`src/rtl/ex_muldiv_pkg.sv`:
```
// ex_muldiv_pkg: shared widths, FSM state and op encodings for the multiply/divide unit
package ex_muldiv_pkg;
    localparam int DEFAULT_DATA_WIDTH = 32;
    typedef enum logic [1:0] {
        ST_IDLE    = 2'd0,
        ST_DIVZERO = 2'd1,
        ST_RUN     = 2'd2,
        ST_DONE    = 2'd3
    } state_t;
    localparam logic OP_DIV  = 1'b0;
    localparam logic OP_MULT = 1'b1;
endpackage

```
`src/rtl/ex_muldiv_sign.sv`:
```
// ex_muldiv_sign: two-lane conditional two's-complement negation (magnitude extraction and sign fix-up)
module ex_muldiv_sign
    import ex_muldiv_pkg::*;
#(
    parameter int W = DEFAULT_DATA_WIDTH
) (
    input  logic [W-1:0] a,
    input  logic [W-1:0] b,
    input  logic         neg_a,
    input  logic         neg_b,
    output logic [W-1:0] fix_a,
    output logic [W-1:0] fix_b
);
    assign fix_a = neg_a ? -a : a;
    assign fix_b = neg_b ? -b : b;
endmodule

```
`src/rtl/ex_muldiv.sv`:
```
// ex_muldiv: iterative W-cycle multiply / restoring divide on magnitudes with sign correction
module ex_muldiv
    import ex_muldiv_pkg::*;
#(
    parameter int DATA_WIDTH   = DEFAULT_DATA_WIDTH,
    parameter int RESULT_WIDTH = 2 * DATA_WIDTH
) (
    input  logic                    clock,
    input  logic                    reset,
    input  logic                    start,
    input  logic                    is_annul,
    input  logic                    is_signed,
    input  logic                    op,
    input  logic [DATA_WIDTH-1:0]   operand1,
    input  logic [DATA_WIDTH-1:0]   operand2,
    output logic                    busy,
    output logic                    is_ended,
    output logic                    div_by_zero,
    output logic [RESULT_WIDTH-1:0] result
);
    localparam int W  = DATA_WIDTH;
    localparam int CW = $clog2(W) + 1;

    state_t        state;
    logic [CW-1:0] cnt;
    logic          op_r, neg_q, neg_r;
    logic [W-1:0]  hi, lo, b;
    logic          sign1, sign2, ge;
    logic [W-1:0]  mag1, mag2, hi_n, lo_n;
    logic [W:0]    shifted, sum;
    logic [2*W-1:0] lane_a, lane_b, fix_a, fix_b, result_n;

    assign sign1 = is_signed & operand1[W-1];
    assign sign2 = is_signed & operand2[W-1];

    ex_muldiv_sign #(.W(W)) u_operands (
        .a(operand1), .b(operand2), .neg_a(sign1), .neg_b(sign2), .fix_a(mag1), .fix_b(mag2)
    );

    // hi/lo hold {remainder, quotient} for divide and {partial, multiplier} for multiply
    always_comb begin
        shifted  = {hi, lo[W-1]};
        ge       = shifted >= {1'b0, b};
        sum      = {1'b0, hi} + (lo[0] ? {1'b0, b} : '0);
        hi_n     = op_r == OP_MULT ? sum[W:1] : W'(ge ? shifted - {1'b0, b} : shifted);
        lo_n     = op_r == OP_MULT ? {sum[0], lo[W-1:1]} : {lo[W-2:0], ge};
        lane_a   = op_r == OP_MULT ? {hi_n, lo_n} : {{W{1'b0}}, lo_n};
        lane_b   = {hi_n, {W{1'b0}}};
        result_n = op_r == OP_MULT ? fix_a : (fix_b | {{W{1'b0}}, fix_a[W-1:0]});
    end

    ex_muldiv_sign #(.W(2 * W)) u_result (
        .a(lane_a), .b(lane_b), .neg_a(neg_q), .neg_b(neg_r), .fix_a(fix_a), .fix_b(fix_b)
    );

    always_ff @(posedge clock) begin
        if (reset || is_annul) begin
            state       <= ST_IDLE;
            busy        <= 1'b0;
            is_ended    <= 1'b0;
            div_by_zero <= 1'b0;
            result      <= '0;
            cnt         <= '0;
        end else begin
            case (state)
                ST_IDLE: if (start) begin
                    op_r  <= op;
                    neg_q <= sign1 ^ sign2;
                    neg_r <= sign1;
                    hi    <= '0;
                    lo    <= op == OP_MULT ? mag2 : mag1;
                    b     <= op == OP_MULT ? mag1 : mag2;
                    cnt   <= '0;
                    busy  <= 1'b1;
                    state <= (op == OP_DIV && operand2 == '0) ? ST_DIVZERO : ST_RUN;
                end
                ST_DIVZERO: begin
                    state       <= ST_DONE;
                    is_ended    <= 1'b1;
                    div_by_zero <= 1'b1;
                end
                ST_RUN: begin
                    hi  <= hi_n;
                    lo  <= lo_n;
                    cnt <= cnt + 1'b1;
                    if (cnt == CW'(W - 1)) begin
                        state    <= ST_DONE;
                        is_ended <= 1'b1;
                        result   <= result_n;
                    end
                end
                ST_DONE: if (!start) begin
                    state       <= ST_IDLE;
                    busy        <= 1'b0;
                    is_ended    <= 1'b0;
                    div_by_zero <= 1'b0;
                    result      <= '0;
                end
                default: state <= ST_IDLE;
            endcase
        end
    end
endmodule

```
`config.mk`:
```
export PLATFORM = sky130hd
export DESIGN_NAME = ex_muldiv
export DESIGN_NICKNAME = d
export VERILOG_FILES = /design/src/rtl/ex_muldiv_pkg.sv /design/src/rtl/ex_muldiv_sign.sv /design/src/rtl/ex_muldiv.sv
export SDC_FILE = /design/constraint.sdc
export NUM_CORES = 1
export LEC_CHECK = 0
export BUFFER_PORTS_ARGS = -buffer_cell sky130_fd_sc_hd__buf_4
export CORE_MARGIN = 2
export CORE_UTILIZATION = 30
export DETAILED_ROUTE_END_ITERATION = 8
export HOLD_SLACK_MARGIN = 0.03
export SYNTH_ARGS = -nofsm -noshare
export SYNTH_HDL_FRONTEND = slang
export SYNTH_SLANG_ARGS = --single-unit
```
`constraint.sdc`:
```
create_clock -name clock -period 5 [get_ports clock]
set_input_delay 1 -clock clock [delete_from_list [all_inputs] [get_ports clock]]
set_output_delay 1 -clock clock [all_outputs]
set_load 0.02 [all_outputs]
```
==> run metrics, run 1 <==
Layout fillers=5,499; hold_buf cts=0; Final Power=4.20 mW; worst min path class=reg2reg; Max Clk Rate=210 MHz; Starting Density=0.302; Crit path largest cell delay=0.53 ns; adder-cell share of the synthesized area=0.0604; vias in the first global route=15,395; final setup violation count=0; vias per cell=5.52; Slew Limit Fails=0; post-synth top area cell=edfxtp_1; drt pass-1 iters=6; Synth top cells by count=192 x nor2_1, 175 x a21oi_1, 161 x nand2_1; Ys Warns=0; diodes inserted=0; Detailed Place HPWL=47.9 mm; DR vias=15,628; Internal=2.70 mW; largest family of logic cells by synthesized area=compound AO/OA/AOI/OAI gates; TritonCTS buffer count=17; die width=233 µm; design area=18,700 µm²; switching portion of total power=0.356; die area=54,500 µm²; Mapped Nets=2,112; reg2reg end=result[63]$_SDFFE_PP0P_; Synth Area in XOR/XNOR=0.0904; Comb pwr share=0.295; register area share after synthesis=0.283; post-synthesis mux area share=0.0644; sequential power share=0.385; Critical Path Slowest Stage Cell=or4_1; worst r2r path cells=18; FP Rows=84; placed instance area=18,100 µm²; P_leak=7.53 nW; Crit path top cell by count=buf_4; H-tree Lvls=4; normalized max-slew margin=0.245; Seq cells post-synth=174; post-route clock period utilization=0.955; DR WL/cell=21.1 µm; pre-CTS WS=0.117 ns; Layout Utilization=0.358; R2R Setup Slk=0.23 ns; die boundary height=233 µm; Final Hold Vio Count=0; critical path data arrival time=5.10 ns; Crit Reg-Reg Startpoint=hi[0]$_SDFFCE_PN0P_; Reg clk slew, reported paths=0.08 ns; maximum VDD drop=0.000161 V; Hold Path Depth=2; initial antenna violation count=1; simple-gate share of the synthesized area=0.208; Synth-to-Final Area Change=18.7%; first-pass GRT wire length=89.8 mm; GPL Wtd Cong=0.957; Clock Power Share=0.319; min cycle time layout=4.77 ns; critical path fanouts, max=15; status=finished, final reports clean; PortBufs=136; Synth cell types=89; crit path kind=reg2reg; root buffer cell=clkbuf_16; crit-path cells=ha_1 > nor2b_1 > o211a_1 > o311ai_2 > a21bo_2 > buf_12 > nand2_2 > buf_4 > a211oi_1 > buf_4 > o211ai_1 > or4_1 > nor4_2 > buf_4 > a41oi_1 > xnor2_1 > a32oi_1 > o31ai_2; layout cells sized above 1=0.168; Core Region=52,300 µm²; ANT nets after route=0; syn_area_per_cell=8.03 µm²; top cell family by delay on the critical path=compound AO/OA/AOI/OAI gates; count leader, synth=nor2_1; num ports=137; Max Cap Violations=0; crit start category=flop; grt ovf=0; Syn Inst Count=1,967; Compound-Gate Fraction of Synth Area=0.242; fin worst setup slack=0.227 ns; main flop type after synthesis=edfxtp_1; worst clock skew=0.0137 ns; CTS tree=built; drt first-iter violations=1,451; pwr/cell area=224 nW/µm²; CP Buf/Inv Count=4; Max clock buf depth=2; setup TNS=0 ns; number of synthesized flops with an enable pin=99; gr usage total=0.217; largest net degree at the start of global routing=86; worst skew pair latency=0.47 ns; Worst Path Required=5.33 ns; DRT Wirelength=59.7 mm; clk sinks=174; hold_sp=result[42]$_SDFFE_PP0P_; Hold Path Sink=result[42]$_SDFFE_PP0P_; largest cells by area after synthesis=edfxtp_1 19%, dfxtp_1 9.5%, mux2i_1 6.1%, ha_1 5.8%, a21oi_1 5.5%; share of flip-flops with an asynchronous set or reset=0; Synth Cell Area=15,800 µm²; post-synth top area share=0.188; Residual DRC=0; Layout Nets=2,274; CP endpoint kind=flop; Worst Max-Slew Pin Slew=1.13 ns; sw power=1.49 mW
sequential cells by signal (all words and copies together), names as in the netlist:
signal       count
lo              32
busy             1
div_by_zero      1
is_ended         1
neg_r            1
op_r             1
hi              32
cnt              6
state            2
b               32
result          64
neg_q            1
cell families after synthesis:
logic type / Yosys count
AOI/OAI and AO/OA: 593
xor gates and xnor gates: 163
adders and majority gates: 75
buffers and inverters: 194
DFF: 174
muxes: 101
and+or+nand+nor: 667
through the flow:
stage	hold slack (ns)	instances
2_1_floorplan	0.465	1967
4_1_cts	0.461	2827
3_3_place_gp	0.445	2796
5_1_grt	0.486	2829
6_report	0.458	2829
3_5_place_dp	0.445	2796
power by group through the flow:
stage	clock network, mW	logic (mW)	registers, mW
floorplan	0	0.744	1.65
global placement	0	1.22	1.65
detailed placement	0	1.22	1.65
CTS	1.37	1.23	1.62
global route	1.42	1.35	1.62
finish	1.34	1.24	1.62
routing by layer:
metal	track usage	wire length, µm	vias to the layer above	share of wire
li1	-	-	7533	-
met1	0.267	25500	7480	0.43
met2	0.373	28700	507	0.48
met3	0.0365	3010	108	0.050
met4	0.0890	2450	0	0.041
met5	0	0	-	0
area by class of cell:
class / instances / area (µm²) / share of cell area
well taps: 688 / 861 / 0.0459
multi-input cells: 1599 / 10600 / 0.565
clock inverters: 14 / 140 / 0.00748
inverters: 81 / 304 / 0.0162
clock buffers: 17 / 425 / 0.0227
flip-flops and latches: 174 / 4470 / 0.239
repair buffers: 256 / 1950 / 0.104
worst max path at each step:
stage,from,to,slack [ns],cells after the start
after floorplan,is_annul,hi[0]$_SDFFCE_PN0P_,0.14,4
after global placement,lo[0]$_DFFE_PP_,result[63]$_SDFFE_PP0P_,0.10,17
after detailed placement,lo[0]$_DFFE_PP_,result[63]$_SDFFE_PP0P_,0.12,17
after CTS,lo[0]$_DFFE_PP_,result[63]$_SDFFE_PP0P_,0.09,17
after global routing,hi[29]$_SDFFCE_PN0P_,result[54]$_SDFFE_PP0P_,-0.008,21
final,hi[0]$_SDFFCE_PN0P_,result[63]$_SDFFE_PP0P_,0.23,18
placed cells by master, fill, tap and decap left out, types with 44 or more instances in the layout:
master,Yosys,routed
buf_4,4,254
nor2_1,192,187
a21oi_1,175,173
nand2_1,161,161
o21ai_0,123,121
edfxtp_1,99,99
mux2i_1,96,96
xnor2_1,83,83
inv_1,80,80
xor2_1,80,80
dfxtp_1,75,75
ha_1,73,68
and2_1,59,59
nor3_1,45,45
a22oi_1,44,44
repair_timing:
| item | in CTS | in global routing |
|---|---|---|
| resized for setup | 0 | 18 |
| setup buffers | 0 | 2 |
| hold endpoints to repair | 0 | 0 |
| setup endpoints to repair | 0 | 18 |
worst min-delay path: stages (launching register included):
cell	delay (ns)
dfxtp_1	0.33
nand2_1	0.05
o21ai_0	0.05
Note: power is estimated with default switching activity, not from simulation.
==> run 2, diff against run 1 <==
Settings changed: ABC_AREA from default to 1, BUFFER_PORTS_ARGS -buffer_cell sky130_fd_sc_hd__buf_4 to default, DONT_BUFFER_PORTS from default to 1, SLEW_MARGIN from default to 20.
==> run 2 against run 1 <==
  * Utilization is 3.2 points lower
  * Combinational power decreased by 9%
  * Routed wire length is 15% higher
  * Non-clock buffer count is 231 lower
  * Sequential cell count unchanged
  * Critical path depth up 17
  * Die area increased by 12%
  * Worst hold slack improved by 0.022 ns
  * Largest power group unchanged
  * Highest routed layer unchanged
==> run metrics, run 2 <==
status=finished, final reports clean (unchanged); commonest cells after routing, fill and taps aside=949 x nand2_1, 443 x inv_1, 294 x nor2_1 (was 254 x buf_4, 187 x nor2_1, 173 x a21oi_1); Most flops, register=result (unchanged); post-synth top area share=0.200 (was 0.188); drt pass-1 iters=6 (unchanged); placed instance area=18,500 µm² (was 18,100 µm²); Synth top cells by count=949 x nand2_1, 444 x inv_1, 296 x nor2_1 (was 192 x nor2_1, 175 x a21oi_1, 161 x nand2_1); count leader, synth=nand2_1 (was nor2_1); hold_buf cts=0 (unchanged); Critical Path Slowest Stage Cell=edfxtp_1 (was or4_1); vias in the first global route=17,491 (was 15,395); die boundary height=247 µm (was 233 µm); DRT Wirelength=68.4 mm (was 59.7 mm); vias per cell=5.02 (was 5.52); maximum VDD drop=0.000213 V (was 0.000161 V); final setup violation count=0 (unchanged); Syn Inst Count=2,967 (was 1,967); GPL Wtd Cong=0.962 (was 0.957); hold_sp=cnt[4]$_SDFFE_PP0P_ (was result[42]$_SDFFE_PP0P_); pwr/cell area=219 nW/µm² (was 224 nW/µm²); Final Hold Vio Count=0 (unchanged); Max clock buf depth=2 (unchanged); root buffer cell=clkbuf_16 (unchanged); post-synth top area cell=nand2_1 (was edfxtp_1); worst clock skew=0.0136 ns (was 0.0137 ns); Residual DRC=0 (unchanged); worst r2r path cells=35 (was 18); RSZ-0062 raised after global routing=no; FP Rows=89 (was 84); die area=61,200 µm² (was 54,500 µm²); R2R Setup Slk=0.44 ns (was 0.23 ns); reg2reg end=result[50]$_SDFFE_PP0P_ (was result[63]$_SDFFE_PP0P_); Hold Path Sink=cnt[4]$_SDFFE_PP0P_ (was result[42]$_SDFFE_PP0P_); Max Clk Rate=219 MHz (was 210 MHz); Detailed Place HPWL=55.6 mm (was 47.9 mm); gr usage total=0.222 (was 0.217); num ports=137 (unchanged); Starting Density=0.302 (about the same); Seq cells post-synth=174 (unchanged); Reg clk slew, reported paths=0.07 ns (was 0.08 ns); design area=19,200 µm² (was 18,700 µm²); Met1 Wirelength=28.5 mm (was 25.5 mm); max reg flops=64 (unchanged); crit start category=flop (unchanged); Layout Nets=3,070 (was 2,274); Storage cell area=4470 µm² (unchanged); Worst Max-Slew Pin Slew=1.02 ns (was 1.13 ns); Worst Path Required=5.31 ns (was 5.33 ns); met3 wire length=4.53 mm (was 3.01 mm); Mapped Nets=3,112 (was 2,112); min cycle time layout=4.56 ns (was 4.77 ns); largest cells by area after synthesis=nand2_1 20%, edfxtp_1 17%, inv_1 9.4%, dfxtp_1 8.4%, nand3_1 6.4% (was edfxtp_1 19%, dfxtp_1 9.5%, mux2i_1 6.1%, ha_1 5.8%, a21oi_1 5.5%); largest net degree at the start of global routing=90 (was 86); diodes inserted=0 (unchanged); critical path data arrival time=4.87 ns (was 5.10 ns); critical path fanouts, max=6 (was 15); PortBufs=0 (was 136); worst skew pair latency=0.47 ns (about the same); Crit. Startpoint=b[12]$_DFFE_PP_ (was hi[0]$_SDFFCE_PN0P_); normalized max-slew margin=0.320 (was 0.245); share of flip-flops with an asynchronous set or reset=0 (unchanged); ANT nets after route=0 (unchanged); area of the multi-input gates=11,200 µm² (was 10,600 µm²); setup TNS=0 ns (unchanged); top sig layer=met4 (unchanged); DR vias=18,622 (was 15,628); TritonCTS buffer count=17 (unchanged); layout cells sized above 1=0.0534 (was 0.168); Synth-to-Final Area Change=7.85% (was 18.7%); Layout fillers=6,721 (was 5,499); CP endpoint kind=flop (unchanged); number of synthesized flops with an enable pin=99 (unchanged); Crit Reg-Reg Startpoint=b[12]$_DFFE_PP_ (was hi[0]$_SDFFCE_PN0P_); Hold Path Depth=2 (unchanged); syn_area_per_cell=5.99 µm² (was 8.03 µm²); Max Cap Violations=0 (unchanged); register area share after synthesis=0.252 (was 0.283); Ys Warns=0 (unchanged); most common cell after layout, fill and taps aside=nand2_1 (was buf_4); CTS tree=built (unchanged); Post-Layout Cell Count=3,711 (was 2,829); worst min path class=reg2reg (unchanged); post-route clock period utilization=0.912 (was 0.955); main flop type after synthesis=edfxtp_1 (unchanged); crit path kind=reg2reg (unchanged); drt first-iter violations=1,805 (was 1,451); initial antenna violation count=1 (unchanged); H-tree Lvls=4 (unchanged); Routed met2 length=32.6 mm (was 28.7 mm); Layout Utilization=0.326 (was 0.358); first-pass GRT wire length=103 mm (was 89.8 mm); Synth cell types=58 (was 89); Inst Count DP=3,678 (was 2,796); Crit path top cell by count=nand2_1 (was buf_4); DR WL/cell=18.4 µm (was 21.1 µm); clk sinks=174 (unchanged); Final Power=4.19 mW (was 4.20 mW); grt ovf=0 (unchanged); Synth Cell Area=17,800 µm² (was 15,800 µm²); Crit path largest cell delay=0.43 ns (was 0.53 ns); die width=247 µm (was 233 µm); Slew Limit Fails=0 (unchanged); P_leak=9.21 nW (was 7.53 nW); Core Region=58,800 µm² (was 52,300 µm²)
-- run 2: changes by cell type in the layout (fill, tap and decap cells not counted), sizes merged, moves of 96 or more --
cell	previous run	this run
inv	90	465
nand2	163	975
nand3	41	236
buf	256	25
nor2	193	318
mux2i	96	0
-- run 2: routing by layer --
metal  up-vias  GRT usage
met2       658      0.379
met4         0     0.0879
met5         -          0
met3       103     0.0416
met1      8454      0.274
li1       9407          -
-- run 2: logic make-up (layout without fill, tap and decap cells) --
logic type | count (synthesis) | after routing | synth area share
compound gates | 410 | 410 | 0.126
xor+xnor | 87 | 87 | 0.0429
fa+ha+maj | 75 | 75 | 0.0536
buf+inv | 551 | 522 | 0.122
flops | 174 | 174 | 0.252
simple gates | 1670 | 1670 | 0.404
-- run 2: how the worst max path moves through the flow --
stage                                    to  slack, ns  cells past startpoint
finish              result[50]$_SDFFE_PP0P_       0.44                     35
global route        result[50]$_SDFFE_PP0P_      0.005                     32
CTS                 result[50]$_SDFFE_PP0P_       0.52                     30
detailed placement  result[58]$_SDFFE_PP0P_       0.55                     30
global placement    result[50]$_SDFFE_PP0P_       0.61                     30
floorplan               hi[0]$_SDFFCE_PN0P_       0.34                      4
-- run 2: cell type report --
class | instances | area share
well taps | 773 | 0.0504
clock buffers | 18 | 0.0224
multi-input cells | 2242 | 0.582
inverters | 465 | 0.0911
flip-flops and latches | 174 | 0.233
repair buffers | 25 | 0.0111
clock inverters | 14 | 0.00966
-- run 2: power by group --
part / internal, mW / total [mW] / switching (mW)
combinational: 0.323 / 1.13 / 0.804
sequential: 1.57 / 1.62 / 0.0449
clock: 0.797 / 1.45 / 0.652
total: 2.69 / 4.19 / 1.50
-- run 2: metrics by stage --
stage          hold slack (ns)  setup slack, ns
6_report                 0.480            0.439
5_1_grt                  0.511          0.00533
4_1_cts                  0.480            0.516
3_5_place_dp             0.469            0.552
3_3_place_gp             0.459            0.606
2_1_floorplan            0.446            0.340
-- run 2: critical path, delay by kind of cell (launching register included) --
kind	cells	cell delay, ns
adder cells (fa/ha/maj)	2	0.54
AND/OR/NAND/NOR	23	2.44
buffers and inverters	5	0.40
flip-flops	1	0.43
AO/OA/AOI/OAI	5	0.60
-- run 2: repair_timing --
action	CTS	global route
setup endpoints to repair	0	2
buffers inserted	0	0
gates resized for setup	0	2
endpoints found under the hold margin	0	0
